**src/rtl/instr_fetch.sv**
```systemverilog
// instr_fetch: instruction fetch unit with a preloadable word-addressed
// instruction memory. It fetches the word at pc, presents it to the CPU
// with a one-cycle newinstr pulse, waits for instrDone, then advances pc
// sequentially or by a signed word offset when a branch is taken.
// Optional feature: define FETCH_HALT_EN to stop fetching (HALT state) when
// the fetched word is 32'hFFFF_FFFF; a later start restarts from PC_RESET.
module instr_fetch #(
  parameter int          IMEM_WORDS = 128,
  parameter logic [31:0] PC_RESET   = 32'h0000_0000
) (
  input  logic                          clk,
  input  logic                          rst,
  input  logic                          start,
  input  logic                          loadEn,
  input  logic [$clog2(IMEM_WORDS)-1:0] loadAddr,
  input  logic [31:0]                   loadData,
  input  logic                          instrDone,
  input  logic                          branchTaken,
  input  logic [15:0]                   branchOffset,
  output logic [31:0]                   instrword,
  output logic                          newinstr,
  output logic [31:0]                   pc,
  output logic                          busy,
  output logic                          halted
);

  localparam int AW = $clog2(IMEM_WORDS);

  typedef enum logic [2:0] {
    IDLE  = 3'd0,
    FETCH = 3'd1,
    ISSUE = 3'd2,
    WAIT  = 3'd3
`ifdef FETCH_HALT_EN
    , HALT = 3'd4
`endif
  } state_t;

  state_t state;
  state_t state_next;

  logic [31:0]   imem [IMEM_WORDS];
  logic [31:0]   mem_word;
  logic [AW-1:0] fetch_idx;
  logic [31:0]   branch_disp;
  logic [31:0]   pc_next;
  logic          mem_we;

  // Only the low pc bits select a word, so fetch addresses wrap around the memory.
  assign fetch_idx   = pc[AW+1:2];
  assign mem_word    = imem[fetch_idx];

  // Word offset sign-extended to 32 bits and scaled to a byte displacement.
  assign branch_disp = {{14{branchOffset[15]}}, branchOffset, 2'b00};

  // Next-state, next-pc and preload-enable decode; memory writes are only legal while not fetching.
  always_comb begin
    state_next = state;
    pc_next    = pc;
    mem_we     = 1'b0;
    case (state)
      IDLE: begin
        mem_we = loadEn;
        if (start) begin
          state_next = FETCH;
        end
      end
      FETCH: begin
`ifdef FETCH_HALT_EN
        if (mem_word == 32'hFFFF_FFFF) begin
          state_next = HALT;
        end else begin
          state_next = ISSUE;
        end
`else
        state_next = ISSUE;
`endif
      end
      ISSUE: begin
        state_next = WAIT;
      end
      WAIT: begin
        if (instrDone) begin
          state_next = FETCH;
          pc_next    = pc + 32'd4 + (branchTaken ? branch_disp : 32'd0);
        end
      end
`ifdef FETCH_HALT_EN
      HALT: begin
        mem_we = loadEn;
        if (start) begin
          state_next = FETCH;
          pc_next    = PC_RESET;
        end
      end
`endif
      default: begin
        state_next = IDLE;
      end
    endcase
  end

  // State, pc and instruction registers; reset wins over every other input.
  always_ff @(posedge clk) begin
    if (rst) begin
      state     <= IDLE;
      pc        <= PC_RESET;
      instrword <= 32'd0;
    end else begin
      state <= state_next;
      pc    <= pc_next;
      if (state == FETCH) begin
        instrword <= mem_word;
      end
    end
  end

  // Instruction memory preload port; contents survive reset, but a write coinciding with reset is dropped.
  always_ff @(posedge clk) begin
    if (mem_we && !rst) begin
      imem[loadAddr] <= loadData;
    end
  end

  assign newinstr = (state == ISSUE);
  assign busy     = (state == FETCH) || (state == ISSUE) || (state == WAIT);

`ifdef FETCH_HALT_EN
  assign halted = (state == HALT);
`else
  assign halted = 1'b0;
`endif

endmodule
```
**config.mk**
```make
export PLATFORM = sky130hd
export DESIGN_NAME = instr_fetch
export DESIGN_NICKNAME = d
export VERILOG_FILES = /design/src/rtl/instr_fetch.sv
export SDC_FILE = /design/constraint.sdc
export NUM_CORES = 2
export LEC_CHECK = 0
export CAP_MARGIN = 20
export CORE_ASPECT_RATIO = 0.75
export CORE_UTILIZATION = 47
export CTS_BUF_LIST = sky130_fd_sc_hd__clkbuf_2
export DETAILED_ROUTE_END_ITERATION = 7
export PLACE_DENSITY = 0.61
export SLEW_MARGIN = 20
export SYNTH_ARGS = -nofsm -noshare
export SYNTH_HDL_FRONTEND = slang
export SYNTH_SLANG_ARGS = --single-unit
```
**constraint.sdc**
```tcl
create_clock -name clk -period 7.8 [get_ports clk]
set_input_delay 1.17 -clock clk [delete_from_list [all_inputs] [get_ports clk]]
set_output_delay 1.17 -clock clk [all_outputs]
set_load 0.01 [all_outputs]
```
; After elaboration in Yosys (flattened, before gate mapping)
; Memories as Yosys holds them, arrays and structs flattened. A register that Yosys moved wholly into a read port is not among the register bits.
; Index checks and enable logic that the tools add are counted.
[totals]
regBits = 35
output_inout_bits = 67
input_bits = 61
word_cells = 24
memories = 1
mem_bits_rw = 4096
[mem_list]
columns = memory, words, word_bits, read_ports, rd_ports_with_merged_regs, write_ports, line
row1 = imem, 128, 32, 1, 1, 1, 42  ; logic [31:0] imem [IMEM_WORDS];
[classes]
n_mux = 7
eq_ne = 5
add_sub_neg = 2
n_reduce_logical = 7
[op_table]
columns = operator, count
row1 = 32-bit by 3-bit adder with 32-bit output (second input constant), 1
row2 = 32-bit adder, 1
row3 = 32-bit two-way mux, 1
row4 = 3-bit one-hot mux with 4 select lines, 1
row5 = 3-bit by 2-bit == test with 1-bit output (second input constant), 2
row6 = 3-bit two-way mux, 2
row7 = 2-bit inequality test (second input constant), 2
row8 = 2-bit AND reduction, 2
row9 = 3-bit by 1-bit == test with 1-bit output (second input constant), 1
row10 = 3-bit logical NOT, 1
row11 = 1-bit two-way mux, 3
row12 = 1-bit logical OR, 2
row13 = 1-bit logical AND, 1
row14 = 1-bit logical NOT, 1

; Longest topological paths before layout
[depth]
word_depth = 5
depth_mapped = 16
mapped_depth_nobuf = 12

; Worst setup path after synthesis
; Ideal clock, no wire load.
[synth_timing]
path_kind = input -> register
start = input branchTaken
end = register pc[31]
setup_slack_ps = 3329
path_stages = 13
t_arrival_ps = 4401
setup_ps = 70
path_buffers = 2
required_time_ps = 7730
path_cell_list = clkbuf_1 -> clkbuf_1 -> and2_1 -> ha_1 -> ha_1 -> fa_1 -> a211oi_1 -> o211ai_1 -> a2111o_1 -> a2111oi_0 -> o211ai_1 -> a21o_1 -> a21oi_1
[synth_via]
elab_chain_cells = 2
[synth_rtl]
columns = element, line
row1 = from (decl), 18  ; input logic branchTaken,
row2 = 32-bit two-way mux, 85  ; pc_next = pc + 32'd4 + (branchTaken ? branch_disp : 32'd0);
row3 = 32-bit adder, 85
row4 = to (signal assigned), 111  ; pc <= pc_next;
row5 = to (decl), 22  ; output logic [31:0] pc,
; Every way passes these cells.
; A chain may end at the register's enable or synchronous reset.

; Worst setup path in the final report
[layout_timing]
start = register pc[3]
end = output pc[3]
; No word-level cell between the ends.

==> summary.md <==
| Metric | Value |
|---|---|
| Post-synthesis sequential area ratio | `77.8%` |
| Max_cap viols | `0` |
| CP most frequent cell | `buf_4` |
| Worst vdd ir | `0.000116 V` |
| Initial DRC Count | `9,539` |
| CTS Buffer Depth | `4` |
| CTS tree | `done` |
| Pin count of the biggest net entering global routing | `119` |
| Core area | `337,000 µm²` |
| Fin nets | `7,674` |
| Slew @ Worst Pin | `1200 ps` |
| Max Slew Vio Count | `0` |
| IO Port Bufs | `124` |
| Crit Path Category | `flop to primary output` |
| Worst path slowest cell | `dfxtp_4` |
| Worst path required time | `6630 ps` |
| Top_reg_cell synth | `edfxtp_1` |
| Worst path cell trace | `buf_4 -> buf_4 -> clkdlybuf4s50_1` |
| Final wirelength | `413,000 µm` |
| Ys Warns | `0` |
| PostCTS Resize Cnt | `0` |
| Worst clock skew | `237 ps` |
| Critical path launch point | `pc[3]` |
| # IOs | `128` |
| RR Startpoint | `pc[2]` |
| Worst Hold Depth | `2` |
| FP Rows | `184` |
| Worst-Skew Late Latency | `2030 ps` |
| Seq cells post-synth | `4,160` |
| Num CTS Buffers | `932` |
| Layout cells sized above 1 | `38.4%` |
| Initial antenna violation count | `42` |
| Vias in the first global route | `77,992` |
| EDFF count, synth | `4,096` |
| Global Route Usage Sum | `24.2%` |
| Status | `complete, no violations` |
| Synth async-reset ratio | `0%` |
| Avg Cell Area, Syn | `24.3 µm²` |
| Fmax | `0.164 GHz` |
| Global placement routability congestion | `0.878` |
| Grt ovf | `0` |
| CTS H-tree depth | `6` |
| Tmin final | `6090 ps` |
| CP arrival | `4920 ps` |
| Hold Crit Class | `input pin to flop` |
| Syn Inst Count | `6,582` |
| Antenna Nets Post-Route | `0` |
| Clk root buf | `clkbuf_2` |
| Library cells used by synthesis | `51` |
| CTS clock-pin slew for the worst setup and hold paths | `130 ps` |
| Drt first pass iters | `5` |
| Die width | `675 µm` |
| Sum Neg Setup Slack | `0 ps` |
| Die height | `507 µm` |
| Final setup fails | `0` |
| Commonest non-fill, non-tap cell in the layout | `edfxtp_1` |
| Starting Density | `47.4%` |
| Pwr Density | `231 nW/µm²` |
| First-pass GRT wire length | `584,000 µm` |
| Hpwl dp | `242,000 µm` |
| Final hold violations | `0` |
| Layout Area Growth over Synthesis | `11.4%` |
| Kind of start point of the critical path | `flop` |
| Crit-path max cell delay | `810 ps` |
| Leakage Power | `54.1 nW` |
| Mapped Area | `160,000 µm²` |
| CTS Sinks | `4,160` |
| Most frequent cells in the layout | `edfxtp_1 (4,096), clkbuf_2 (1,422), mux4_2 (1,280)` |
| Vias post-DR | `77,284` |
| Worst relative slew slack | `20.2%` |
| Tcrit/Tclk final | `78.1%` |
| Cells on worst reg2reg path | `6` |
| Hold Startpoint | `loadData[9]` |
| Via density | `6.04` |
| Critical path fanouts, max | `60` |
| Hold_ws | `238 ps` |
| DIE AREA | `342,000 µm²` |
| RSZ-0062 raised after global routing | `false` |
| DRC | `0` |
| Wire per inst | `32.3 µm` |
| CP Capture Type | `primary output` |
## cells by family (layout without fill, tap and decap cells)
logic type,Yosys count,in the layout,share of synthesized area (%)
other cells,1,19,0.00235
fa+ha+maj,48,48,0.381
buf+inv,368,2106,0.998
mux,1345,1345,18.5
compound gates,277,277,1.15
flops,4160,4160,77.8
simple gates,351,351,0.982
xor+xnor,32,32,0.176
## layer usage
metal / GRT usage (%) / vias to the layer above / share of wire, % / wire [µm]
met2: 34.7 / 4012 / 44 / 182000
met3: 5.85 / 564 / 9.9 / 41000
met5: 0 / - / 0.015 / 61
li1: - / 31161 / - / -
met4: 6.95 / 8 / 2.8 / 11600
met1: 37.2 / 41539 / 43 / 178000
## worst paths after layout
path                  endpoint  slack [ps]
setup reg to reg  instrword[5]        2720
hold reg to reg         pc[16]         490
hold / removal     imem[81][9]         240
setup / recovery         pc[3]        1710
## what timing repair did
action | 4_1_cts | 5_1_grt
setup buffers | 0 | 0
endpoints found under the hold margin | 1957 | 0
hold buffers | 36 | 0
## power by group
part / internal, mW / leakage [nW] / switching, mW / total (mW)
sequential: 24.6 / 37.3 / 0.156 / 24.7
clock: 5.40 / 6.62 / 8.48 / 13.9
combinational: 0.919 / 10.2 / 1.44 / 2.36
total: 30.9 / 54.1 / 10.1 / 41.0
## cells in the mapped netlist (17+ instances only)
| cell | number | area (µm²) |
|---|---|---|
| ha_1 | 47 | 588 |
| a22oi_1 | 32 | 240 |
| o21a_1 | 35 | 263 |
| o21ai_1 | 29 | 145 |
| buf_1 | 26 | 97.6 |
| a21oi_1 | 47 | 235 |
| nor2_1 | 188 | 706 |
| xnor2_1 | 26 | 228 |
| buf_2 | 115 | 576 |
| clkbuf_1 | 200 | 751 |
| a2111oi_0 | 34 | 298 |
| edfxtp_1 | 4096 | 123000 |
| o21ai_0 | 21 | 105 |
| o22ai_1 | 34 | 213 |
| dfxtp_1 | 64 | 1280 |
| and2_1 | 17 | 106 |
| mux4_2 | 1280 | 28800 |
| nand2_1 | 65 | 244 |
| mux2i_1 | 65 | 651 |
## through the flow
step | util (%) | cells | instance area [µm²] | power, mW | setup WS (ps)
3_5_place_dp | 50.0 | 11036 | 168000 | 27.6 | 1950
3_3_place_gp | 49.8 | 11006 | 168000 | 27.6 | 1990
4_1_cts | 52.7 | 12763 | 177000 | 41.4 | 1350
6_report | 52.8 | 12802 | 178000 | 41.0 | 1710
5_1_grt | 52.8 | 12793 | 178000 | 42.6 | 1400
2_1_floorplan | - | 6584 | 160000 | 26.4 | 3330
## flip-flops by register name, summed over array words and instances, names as in the netlist
signal	count
state	2
pc	30
instrword	32
imem	4096
## area by class of cell
class                           count  area (µm²)
Multi-Input combinational cell   2056       34800
Clock inverter                    269        1550
Inverter                           15        56.3
Antenna cell                       16        40.0
Timing Repair Buffer              400        4330
Clock buffer                     1422        7120
Tap cell                         4464        5590
Sequential cell                  4160      124000
Fill cell                       26267      159000
## critical path: cells and delay by family, from the launching register on
family	cells	cell delay, ps
buffers and inverters	3	2100
flip-flops	1	810
(Power assumes the default switching activity.)
